**src/rtl/alu_pkg.sv**
```systemverilog
`default_nettype none
// ==========================================================================
// alu_pkg : opcodes, checker FSM states and result record shared by the checker
// Rev 1.0
// ==========================================================================
package alu_pkg;

  localparam logic [3:0] c_op_add = 4'h0;
  localparam logic [3:0] c_op_sub = 4'h1;
  localparam logic [3:0] c_op_and = 4'h2;
  localparam logic [3:0] c_op_or  = 4'h3;
  localparam logic [3:0] c_op_xor = 4'h4;

  // Result record is {carry out, 8-bit result}
  localparam int c_res_w = 9;

  typedef enum logic [1:0] {
    ST_IDLE  = 2'd0,
    ST_RUN   = 2'd1,
    ST_DRAIN = 2'd2,
    ST_DONE  = 2'd3
  } chk_state_e;

  typedef struct packed {
    logic [3:0] sel;
    logic       chk_cout;
    logic       exp_cout;
    logic [7:0] exp;
  } chk_payload_t;

  function automatic logic vec_pass(input logic [c_res_w-1:0] got,
                                    input logic [c_res_w-1:0] exp,
                                    input logic               chk_cout);
    return (got[7:0] == exp[7:0]) && (!chk_cout || (got[8] == exp[8]));
  endfunction

endpackage
`default_nettype wire

```
**src/rtl/alu_chk_pipe.sv**
```systemverilog
`default_nettype none
// ==========================================================================
// alu_chk_pipe : LATENCY+1 deep shift register carrying expectations to the compare
// Rev 1.0
// ==========================================================================
module alu_chk_pipe
  import alu_pkg::*;
#(
  parameter int LATENCY = 0,
  parameter int CNT_W   = 16
) (
  input  logic             clk,
  input  logic             reset,
  input  logic             i_push,
  input  logic [CNT_W-1:0] i_idx,
  input  chk_payload_t     i_pay,
  output logic             o_valid,
  output logic [CNT_W-1:0] o_idx,
  output chk_payload_t     o_pay,
  output logic             o_busy_next
);

  localparam int c_depth = LATENCY + 1;

  logic [c_depth-1:0] r_valid;
  logic [CNT_W-1:0]   r_idx [c_depth];
  chk_payload_t       r_pay [c_depth];
  logic [c_depth-1:0] w_body;

  always_ff @(posedge clk) begin
    for (int i = c_depth - 1; i > 0; i--) begin
      r_idx[i] <= r_idx[i-1];
      r_pay[i] <= r_pay[i-1];
    end
    r_idx[0] <= i_idx;
    r_pay[0] <= i_pay;
    if (reset) begin
      r_valid <= '0;
    end else begin
      for (int i = c_depth - 1; i > 0; i--) begin
        r_valid[i] <= r_valid[i-1];
      end
      r_valid[0] <= i_push;
    end
  end

  // Anything still in flight once the tail entry has been compared this edge
  always_comb begin
    w_body          = r_valid;
    w_body[LATENCY] = 1'b0;
    o_busy_next     = (|w_body) | i_push;
  end

  assign o_valid = r_valid[LATENCY];
  assign o_idx   = r_idx[LATENCY];
  assign o_pay   = r_pay[LATENCY];

endmodule
`default_nettype wire

```
**config.mk**
```make
export PLATFORM = sky130hd
export DESIGN_NAME = alu_chk_pipe
export DESIGN_NICKNAME = d
export VERILOG_FILES = /design/src/rtl/alu_pkg.sv /design/src/rtl/alu_chk_pipe.sv
export SDC_FILE = /design/constraint.sdc
export NUM_CORES = 1
export LEC_CHECK = 0
export ABC_CLOCK_PERIOD_IN_PS = 800
export BUFFER_PORTS_ARGS = -buffer_cell sky130_fd_sc_hd__buf_2
export CELL_PAD_IN_SITES_DETAIL_PLACEMENT = 0
export CELL_PAD_IN_SITES_GLOBAL_PLACEMENT = 2
export CORE_MARGIN = 5
export CORE_UTILIZATION = 16
export DETAILED_ROUTE_END_ITERATION = 12
export PLACE_DENSITY_LB_ADDON = 0.1
export SLEW_MARGIN = 20
export SYNTH_ARGS = -nofsm -noshare
export SYNTH_HDL_FRONTEND = slang
export SYNTH_SLANG_ARGS = --single-unit
```
**constraint.sdc**
```tcl
create_clock -name clk -period 0.8 [get_ports clk]
set_input_delay 0.04 -clock clk [delete_from_list [all_inputs] [get_ports clk]]
set_output_delay 0.04 -clock clk [all_outputs]
set_load 0.005 [all_outputs]
```
==> impl_metrics.csv <==
group,metric,value,unit
floorplanning,core_area,0.00394,mm2
routing,drt-pass1-iter-count,3,
setup_path,critPathArrivalTime,0.69,ns
routing,avgRoutedWirePerCell,9.35,um
global_routing,grt_pass1_wl,2860,um
layout,area_growth,124,%
setup_path,start_kind,"flop",
run_status,status,"completed",
global_routing,grt_overflow,0,
power,powerDensity,2260,mW/mm2
placement,portBuffers,64,
sta,post-route-period-util,90.9,%
placement,dp.cells,146,
clock_network,clk_path_buf_depth,2,
layout,nets,168,
sta,finalHoldViolations,0,
clock_network,cts_sinks,31,
logic_synthesis,synth_edf_count,0,
floorplanning,die_w,73.3,um
logic_synthesis,syn_avg_cell_area,19.5,um2
sta,rsz0062_at_grt,"no",
logic_synthesis,ys_top_cells_by_count,"31 x dfxtp_1, 1 x buf_4, 1 x nor2b_4",
floorplanning,die_height,73.3,um
logic_synthesis,synth_ff_type,"dfxtp_1",
global_routing,grt_max_degree,10,
clock_network,cts_tree,"built",
routing,final_antenna_net_count,0,
logic_synthesis,synth_cell_type_count,3,
layout,drive_gt1_share,52.9,%
global_routing,grt_pass1_vias,682,
sta,slew_violations,0,
hold_path,hold_class,"input port to output port",
clock_network,root_buffer,"clkbuf_8",
logic_synthesis,synth_nets,66,
floorplanning,io_pins,65,
logic_synthesis,synthTopCellsByArea,"dfxtp_1 97%, nor2b_4 2.1%, buf_4 1.2%",
routing,vias,600,
layout,final-instance-count-excl-fill,186,
global_routing,grt_usage,7.12,%
logic_synthesis,synth_top_family_by_area,"simple AND/OR/NAND/NOR gates",
sta,min_period,0.727,ns
setup_path,cp_top_family,"flip-flops",
placement,postPlaceCellArea,0.00102,mm2
setup_path,endpoint_kind,"output port",
logic_synthesis,netlist_instances,33,
placement,finalWeightedCongestion,0.639,
logic_synthesis,yosysMostFrequentCell,"dfxtp_1",
routing,drt-initial-drc-count,7,
clock_network,htreeDepth,2,
routing,vias_per_cell,3.23,
logic_synthesis,synth_compound_area_share,0,%
floorplanning,num_rows,23,
layout,fill_cells,391,
setup_path,critPathKind,"flop to output port",
clock_network,clk_pin_slew_worst_paths,0.06,ns
setup_path,slowest_stage,"dfxtp_1",
flow_run,drv_cap,0,
layout,finish.utilization,36.5,%
power,p_leak,0.000707,uW
layout,num_antenna_cells,0,
setup_path,path_buf_inv,1,
logic_synthesis,async_flop_share,0,%
sta,setup_violations,0,
routing,drc,0,
logic_synthesis,synth_fa_ha_area_share,0,%
clock_network,cts_made_buffers,5,
clock_network,cts_setup_buffers,0,
power,vdd_ir_drop_max,1.12,mV
routing,wirelength,1740,um
setup_path,path_cells,"buf_2",
logic_synthesis,netlist.area_leader.share,96.7,%
sta,fmaxAchievable,1370,MHz
setup_path,critical-path-max-stage-delay,0.30,ns
sta,fin_setup_tns,0,ns
logic_synthesis,synthSimpleGateAreaFrac,2.14,%
setup_path,path_max_fanout,1,
floorplanning,initial_core_util,16.3,%
logic_synthesis,yosys_warnings,0,
logic_synthesis,synth_top_area_cell,"dfxtp_1",
sta,slew-limit-headroom,95.7,%
logic_synthesis,synthMuxAreaShare,0,%
floorplanning,dieArea,0.00538,mm2
logic_synthesis,ys_seq_area_share,96.7,%
logic_synthesis,netlist_area,642,um2
sta,tightest_slew,0.0650,ns
logic_synthesis,ys_ff_latch,31,
setup_path,crit_required,0.76,ns
global_routing,antenna_found_initial,0,
logic_synthesis,synth_xor_area_share,0,%
sta,timing.hold.ws,0.269,ns
layout,final_area,0.00144,mm2
[stage by stage]
step | setup slack [ns] | total power (uW)
final | 0.0727 | 3240
after global routing | 0.0242 | 3440
after CTS | 0.0456 | 3320
after detailed placement | 0.352 | 1860
after global placement | 0.362 | 1850
after floorplan | 0.462 | 1700
[per-layer routing]
metal | share of wire, % | global-route usage, % | vias to the layer above
met5 | 0 | 0 | -
met2 | 49 | 11.5 | 36
met4 | 0.57 | 4.23 | 0
met1 | 35 | 6.98 | 261
met3 | 16 | 4.24 | 2
li1 | - | - | 301
[flip-flops by register name (all words and copies together) (netlist names)]
signal / count
r_pay: 14
r_idx: 16
o_valid: 1
[cells in the final DEF, fill, tap and decap left out, drive strengths merged]
| cell | instances |
|---|---|
| dfxtp | 31 |
| clkbuf | 8 |
| nor2b | 1 |
| dlygate4sd3 | 32 |
| buf | 64 |
[path summary, 6_finish.rpt]
kind	from	to	slack, ns	depth (start not counted)
worst max-delay path	r_idx[0][0]	o_idx[0]	0.07	1
worst min-delay path	i_push	o_busy_next	0.27	2
[kinds of logic (layout without fill, tap and decap cells)]
kind of cell           count (synthesis)  count (layout)
DFF                                   31              31
and+or+nand+nor                        1               1
buffers and inverters                  1             104
[cell type report]
cell class	instances	area (um2)	area share, %
well taps	50	62.6	4.35
repair buffers	96	641	44.6
flip-flops and latches	31	621	43.2
multi-input cells	1	13.8	0.957
clock buffers	8	100	6.96
[where the power goes]
| group | internal, uW | switching (uW) | total, uW |
|---|---|---|---|
| Combinational | 213 | 80.0 | 293 |
| Clock | 784 | 523 | 1310 |
| Sequential | 1630 | 15.7 | 1640 |
[repair_timing]
action,4_1_cts,5_1_grt
hold endpoints to repair,31,0
hold buffers,32,0
endpoints found under the setup margin,0,0
gates resized for setup,0,0
No activity file was read; power rests on OpenSTA's default activity.
